`src/rtl/transmissor_serial_7bits.sv`:
```
// Serial transmitter for 7-bit words: start bit, 7 data bits LSB first, even parity, stop bit.
// Each bit is held for CICLOS_POR_BIT clocks; every output is driven directly from a flop.
module transmissor_serial_7bits #(
    parameter int CICLOS_POR_BIT = 4
) (
    input  logic       clk,
    input  logic       rst_n,
    input  logic [6:0] entrada,
    input  logic       entrada_valida,
    output logic       pronto,
    output logic       saida_serial,
    output logic       ocupado,
    output logic [2:0] estado_dbg
);

    typedef enum logic [2:0] {
        OCIOSO   = 3'd0,
        INICIO   = 3'd1,
        DADOS    = 3'd2,
        PARIDADE = 3'd3,
        PARADA   = 3'd4
    } estado_t;

    estado_t    estado_q;
    logic [6:0] dado_q;
    logic       paridade_q;
    logic [7:0] cont_q;
    logic [7:0] cont_d;
    logic [2:0] indice_q;
    logic       saida_q;
    logic       pronto_q;
    logic       ocupado_q;
    logic       fim_bit;

    assign cont_d  = cont_q + 8'd1;
    assign fim_bit = (cont_q == 8'(CICLOS_POR_BIT - 1));

    // Handshake: a word transfers on a rising edge where entrada_valida and pronto are both 1.
    // pronto is high only while idle; the producer must hold entrada until it sees pronto.
    always_ff @(posedge clk) begin
        if (!rst_n) begin
            estado_q   <= OCIOSO;
            dado_q     <= 7'd0;
            paridade_q <= 1'b0;
            cont_q     <= 8'd0;
            indice_q   <= 3'd0;
            saida_q    <= 1'b1;
            pronto_q   <= 1'b1;
            ocupado_q  <= 1'b0;
        end else begin
            case (estado_q)
                OCIOSO: begin
                    if (entrada_valida) begin
                        estado_q   <= INICIO;
                        dado_q     <= entrada;
                        paridade_q <= ^entrada;
                        cont_q     <= 8'd0;
                        saida_q    <= 1'b0;
                        pronto_q   <= 1'b0;
                        ocupado_q  <= 1'b1;
                    end
                end
                INICIO: begin
                    if (fim_bit) begin
                        estado_q <= DADOS;
                        cont_q   <= 8'd0;
                        indice_q <= 3'd0;
                        saida_q  <= dado_q[0];
                        dado_q   <= {1'b0, dado_q[6:1]};
                    end else begin
                        cont_q <= cont_d;
                    end
                end
                DADOS: begin
                    // dado_q[0] always holds the next bit to put on the line
                    if (fim_bit) begin
                        cont_q <= 8'd0;
                        if (indice_q == 3'd6) begin
                            estado_q <= PARIDADE;
                            saida_q  <= paridade_q;
                        end else begin
                            indice_q <= indice_q + 3'd1;
                            saida_q  <= dado_q[0];
                            dado_q   <= {1'b0, dado_q[6:1]};
                        end
                    end else begin
                        cont_q <= cont_d;
                    end
                end
                PARIDADE: begin
                    if (fim_bit) begin
                        estado_q <= PARADA;
                        cont_q   <= 8'd0;
                        saida_q  <= 1'b1;
                    end else begin
                        cont_q <= cont_d;
                    end
                end
                PARADA: begin
                    if (fim_bit) begin
                        estado_q  <= OCIOSO;
                        cont_q    <= 8'd0;
                        saida_q   <= 1'b1;
                        pronto_q  <= 1'b1;
                        ocupado_q <= 1'b0;
                    end else begin
                        cont_q <= cont_d;
                    end
                end
                default: begin
                    estado_q  <= OCIOSO;
                    cont_q    <= 8'd0;
                    saida_q   <= 1'b1;
                    pronto_q  <= 1'b1;
                    ocupado_q <= 1'b0;
                end
            endcase
        end
    end

    assign pronto       = pronto_q;
    assign saida_serial = saida_q;
    assign ocupado      = ocupado_q;
    assign estado_dbg   = estado_q;

endmodule

```
`config.mk`:
```
export PLATFORM = sky130hd
export DESIGN_NAME = transmissor_serial_7bits
export DESIGN_NICKNAME = d
export VERILOG_FILES = /design/src/rtl/transmissor_serial_7bits.sv
export SDC_FILE = /design/constraint.sdc
export NUM_CORES = 1
export LEC_CHECK = 0
export CAP_MARGIN = 10
export CORE_UTILIZATION = 35
export DETAILED_ROUTE_END_ITERATION = 7
export GPL_ROUTABILITY_DRIVEN = 0
export GPL_TIMING_DRIVEN = 0
export PLACE_DENSITY = 0.57
export SYNTH_ARGS = -nofsm -noshare
export SYNTH_HDL_FRONTEND = slang
export SYNTH_SLANG_ARGS = --single-unit
```
`constraint.sdc`:
```
create_clock -name clk -period 1.9 [get_ports clk]
set_input_delay 0.38 -clock clk [delete_from_list [all_inputs] [get_ports clk]]
set_output_delay 0.38 -clock clk [all_outputs]
set_load 0.02 [all_outputs]
```
==> out/metrics.cfg, run 1 <==
[outcome]
outcome=completed

[placed_design]
pre_cts_slack_ps=-235
place_hpwl_um=2260
place_area_mm2=0.00162
port_buffers=14
place_inst=223

[synthesis]
ys_top_cells_by_area=dfxtp_1 (35%), mux2i_1 (5.6%), xnor2_1 (5.6%)
synth_area_mm2=0.00142
ys_ff_latch=25
synth_top_area_cell=dfxtp_1
synthCells=161
syn-num-nets=174
synthFlopType=dfxtp_1
async_flop_share_pct=0
yosysWarnings=0
synth_top_area_share_pct=35.3
synth_edf_count=0
yosysUniqueCellTypes=40
post-synth-top-count-cell=dfxtp_1
ys_seq_area_share_pct=35.3
syn_area_per_cell_um2=8.81
netlist_top_cells_count=dfxtp_1 (25), nand2_1 (17), nor2_1 (14)

[timing]
final.period_utilization_pct=98.7
whs_ps=457
tightest_slew_ps=570
setup_violations=0
relSlewSlack_pct=61.7
drv_slew=0
max_clock_freq_mhz=533
skew_ps=2.11
grt_setup_unrepaired=yes
final.setup.tns_ps=0
hold_viol_final=0
fin_crit_ps=1880
fin_ws_ps=23.8

[setup_path]
cp_slowest_cell=or4b_4
crit_chain=ha_4 > or4b_4 > a311oi_4 > o2111ai_4 > buf_4 > mux2i_1
critPathKind=reg -> reg
crit_path_end_kind=flop
crit_start=cont_q[1]
cp_top_family=simple AND/OR/NAND/NOR gates
start_kind=flop
crit_arrival_ps=2040
reg2reg_from=cont_q[1]
slowest_delay_ps=480
required_ps=2060
critical_path_buf_inv_count=1
cp_max_fo=3

[layout]
fin_util_pct=46.9
area_growth_pct=24.7
diodes=0
finalInstanceArea_mm2=0.00177
nets=199
drive_above_1_share_pct=13.0
fin_cells=233

[clock_network]
clockBufferDepth=2
cts_root_buffer=clkbuf_8
htree_levels=1
cts_tree=yes
cts.clk_slew.worst_paths_ps=90
worstSkewPairLatency_ps=270
cts_buffers=3
clock-sinks=25

[grt]
grt_max_degree=15
grt_pass1_wl_um=5440
grt_antenna_before_repair=0
grt_pass1_vias=1185
grt_usage_pct=16.6
grt.overflow.total=0

[pwr]
p_per_area_mw_per_mm2=668
fin_total_pwr_mw=1.18
p_leak_nw=0.656
vdd_drop_max_mv=0.353

[floorplanning]
dieArea_mm2=0.00431
core-area_mm2=0.00377
start_util_pct=37.6
die_y_um=65.6
rows=22
fp.dieW_um=65.6
io_pins=16

[detailed_routing]
drt_iter0_markers=59
route.detailed.drc=0
routed_via_density=5.24
wire_per_inst_um=13.4
vias=1221
ant_nets=0
drt_pre_antenna_iters=4
wirelength_um=3130

[run]
cap_violations=0

[hold_path]
hp-start=rst_n
hold_class=in -> reg

## logic make-up after synthesis
kind of cell / count (synthesis) / synth area share, %
AOI/OAI and AO/OA: 32 / 18.3
xor gates and xnor gates: 15 / 9.27
adders and majority gates: 3 / 2.65
buffers and inverters: 11 / 3.09
DFF: 25 / 35.3
muxes: 8 / 5.65
and+or+nand+nor: 67 / 25.8
## registers in the layout (all words and copies together) (netlist names)
name,flops
saida_serial,1
pronto,1
paridade_q,1
dado_q,7
indice_q,3
cont_q,8
ocupado,1
estado_dbg,3
## routing by layer
layer	share of wire [%]	GRT usage, %	up-vias
li1	-	-	627
met4	1.5	6.52	0
met5	0	0	-
met3	2.9	2.95	5
met2	44	25.1	18
met1	51	23.1	571
## placed cells by master (no fill, tap or decap), types with 2 or more instances in the layout
cell type	instances
nor2_1	14
nand4_1	4
nor3b_1	8
nor3_1	3
xor2_1	6
o21ai_0	7
nand2_1	17
dfxtp_1	23
and3_1	5
buf_2	2
or3_1	2
o21a_1	10
clkbuf_1	6
nor2b_1	2
a21boi_0	3
buf_4	5
xnor2_1	8
mux2i_1	8
ha_1	2
clkdlybuf4s50_1	14
clkbuf_8	3
inv_1	2
nand3_1	4
## layout make-up
| type | instances | area, um^2 |
|---|---|---|
| Clock inverter | 1 | 5.00 |
| Tap cell | 48 | 60.1 |
| Clock buffer | 3 | 41.3 |
| Multi-Input combinational cell | 125 | 915 |
| Inverter | 2 | 7.51 |
| Sequential cell | 25 | 505 |
| Fill cell | 360 | 2000 |
| Buffer | 9 | 36.3 |
| Timing Repair Buffer | 20 | 198 |
## what timing repair did
action | CTS | global route
hold buffers | 0 | 0
hold endpoints to repair | 0 | 0
buffers inserted | 6 | 0
setup endpoints to repair | 16 | 18
resized for setup | 7 | 4
pin swaps | 3 | 3
## worst reg2reg max path, stage by stage (launching register included)
cell	delay, ps
dfxtp_2	360
ha_4	140
or4b_4	480
a311oi_4	310
o2111ai_4	180
buf_4	190
mux2i_1	110
## final timing paths
check | end | slack (ps) | depth (start not counted)
setup / recovery | dado_q[5] | 20 | 6
hold / removal | paridade_q | 460 | 3
setup reg to reg | dado_q[5] | 20 | 6
hold reg to reg | dado_q[4] | 470 | 2
## report_power, final
group | switching [mW] | total [mW] | internal (mW)
sequential | 0.0217 | 0.580 | 0.558
clock | 0.170 | 0.317 | 0.147
combinational | 0.139 | 0.284 | 0.144
total | 0.331 | 1.18 | 0.850
Note: power is estimated with default switching activity, not from simulation.
==> run 2, diff against run 1 <==
CORE_ASPECT_RATIO = 0.8   (was not set)
==> run 2 against run 1 <==
Clock skew increased by 0.75 ps; critical path depth unchanged; first-iteration DRC count increased by 81%; via count is 0.98% higher; register-to-register slack better by 30 ps; final cell count rose by 3.4%; largest cell class unchanged.
==> out/metrics.cfg, run 2 (synthesis gave the netlist of run 1 again) <==
[run]
cap_violations=0  ; unchanged

[pwr]
switching_share_pct=28.3  ; +0.22 points
power_frac_comb_pct=23.7  ; -0.3 points
fin_total_pwr_mw=1.18  ; +0.11%
clkPwrFrac_pct=27.0  ; about the same
power_frac_seq_pct=49.3  ; +0.2 points
p_leak_nw=0.662  ; +0.91%
switchingPower_mw=0.334  ; +0.88%
p_per_area_mw_per_mm2=667  ; -0.18%
p_int_mw=0.848  ; -0.19%
vdd_drop_max_mv=0.275  ; -22%

[clock_network]
clockBufferDepth=2  ; unchanged
cts_root_buffer=clkbuf_8
postCtsHoldBufs=0  ; unchanged
clock-sinks=25  ; unchanged
htree_levels=1  ; unchanged
cts_buffers=3  ; unchanged
cts.clk_slew.worst_paths_ps=90  ; about the same
cts_tree=yes
worstSkewPairLatency_ps=270  ; about the same

[floorplanning]
start_util_pct=37.0  ; -0.57 points
dieArea_mm2=0.00431  ; about the same
core-area_mm2=0.00383  ; +1.5%
rows=20  ; -9.1%
fp.dieW_um=73.2  ; +11%
die_y_um=58.9  ; -10%
io_pins=16  ; unchanged

[layout]
area_growth_pct=25.1
mostFrequentLayoutCell=dfxtp_1
drive_above_1_share_pct=13.4  ; +0.47 points
nets=200  ; +0.50%
final_cell_mix=dfxtp_1 (23), nand2_1 (17), nor2_1 (14), clkdlybuf4s50_1 (14), o21a_1 (10)
reg_top3=cont_q (8), dado_q (7)
largest_reg_flops=8  ; unchanged
diodes=0  ; unchanged
top_register=cont_q

[setup_path]
required_ps=2050  ; about the same
start_kind=flop
critPathKind=reg -> reg
crit_arrival_ps=2000  ; -40 ps
cp_max_fo=4  ; +1
crit_path_end_kind=flop

[detailed_routing]
routed_via_density=5.12  ; -2.4%
wire_per_inst_um=14.3  ; +6.4%
ant_nets=0  ; unchanged
drt_iter0_markers=107  ; +81%
wirelength_um=3450  ; +10%
drt_pre_antenna_iters=4  ; unchanged
vias=1233  ; +0.98%
route.detailed.drc=0  ; unchanged

[timing]
hold_viol_final=0  ; unchanged
fin_crit_ps=1850  ; -26.5 ps
fin_ws_ps=50.3  ; +26.5 ps
drv_slew=0  ; unchanged
final.period_utilization_pct=97.4  ; -1.4 points
setup_violations=0  ; unchanged
tightest_slew_ps=526  ; -44.1 ps
grt_setup_unrepaired=yes
skew_ps=2.87  ; +0.755 ps
relSlewSlack_pct=64.8  ; +3.0 points
max_clock_freq_mhz=541  ; +1.4%
whs_ps=467  ; +9.66 ps

[grt]
groute.layer.met3.usage_pct=4.79  ; +1.8 points
grt.overflow.total=0  ; unchanged
grt_max_degree=14  ; -1
grt_util_met2_pct=27.2  ; +2.1 points
use_met1_pct=23.1  ; +0.065 points
grt_pass1_vias=1160  ; -2.1%
grt_antenna_before_repair=0  ; unchanged
top_usage_layer=met2
grt_pass1_wl_um=5550  ; +2.0%
grt_usage_pct=17.3  ; +0.65 points

[hold_path]
hold_class=reg -> reg

[placed_design]
place_hpwl_um=2500  ; +11%
pre_cts_slack_ps=-304  ; -69.3 ps
port_buffers=14  ; unchanged

[outcome]
outcome=completed

==> run 2: changes by cell type in the layout (fill, tap and decap cells not counted), sizes merged <==
| cell | before | now |
|---|---|---|
| clkbuf | 9 | 11 |
| clkinv | 1 | 0 |
==> run 2: final timing paths <==
kind,start,end,slack (ps),depth (start not counted)
setup / recovery,cont_q[0],dado_q[3],50,6
hold / removal,dado_q[4],dado_q[4],470,2
setup reg to reg,cont_q[0],dado_q[3],50,6
hold reg to reg,dado_q[4],dado_q[4],470,2
==> run 2: per-layer routing <==
| metal | share of wire, % | wire, um |
|---|---|---|
| met5 | 0 | 0 |
| met4 | 0.93 | 32 |
| met3 | 2.5 | 87 |
| met2 | 44 | 1510 |
| met1 | 53 | 1820 |
==> run 2: power by group through the flow <==
stage / registers, mW / logic (mW) / clock network, mW
2_1_floorplan: 0.598 / 0.160 / 0
3_3_place_gp: 0.588 / 0.246 / 0
3_5_place_dp: 0.591 / 0.250 / 0
4_1_cts: 0.580 / 0.272 / 0.329
5_1_grt: 0.586 / 0.303 / 0.353
6_report: 0.582 / 0.280 / 0.320
==> run 2: timing repair <==
action                     CTS  global route
resized for setup            7             7
setup buffers                6             1
pin swaps                    4             3
setup endpoints to repair   18            18
==> run 2: worst max-delay path, stage by stage (launching register included) <==
cell	delay (ps)
dfxtp_2	360
ha_4	130
or4b_4	490
a311oi_4	310
o2111ai_4	170
buf_6	170
mux2i_1	110
==> run 2: through the flow <==
stage	instances	util, %	area, um^2	TNS [ps]
3_5_place_dp	230	42.5	1630	-3030
5_1_grt	241	46.3	1770	-4.70
4_1_cts	240	45.6	1750	-148
6_report	241	46.3	1770	0
3_3_place_gp	230	42.5	1630	-2580
2_1_floorplan	161	-	1420	0
==> run 2: final cells by class <==
class / count / area (um^2)
Fill cell: 378 / 2060
Tap cell: 55 / 68.8
Timing Repair Buffer: 21 / 200
Inverter: 2 / 7.51
Buffer: 9 / 38.8
Sequential cell: 25 / 503
Multi-Input combinational cell: 125 / 910
Clock buffer: 4 / 45.0
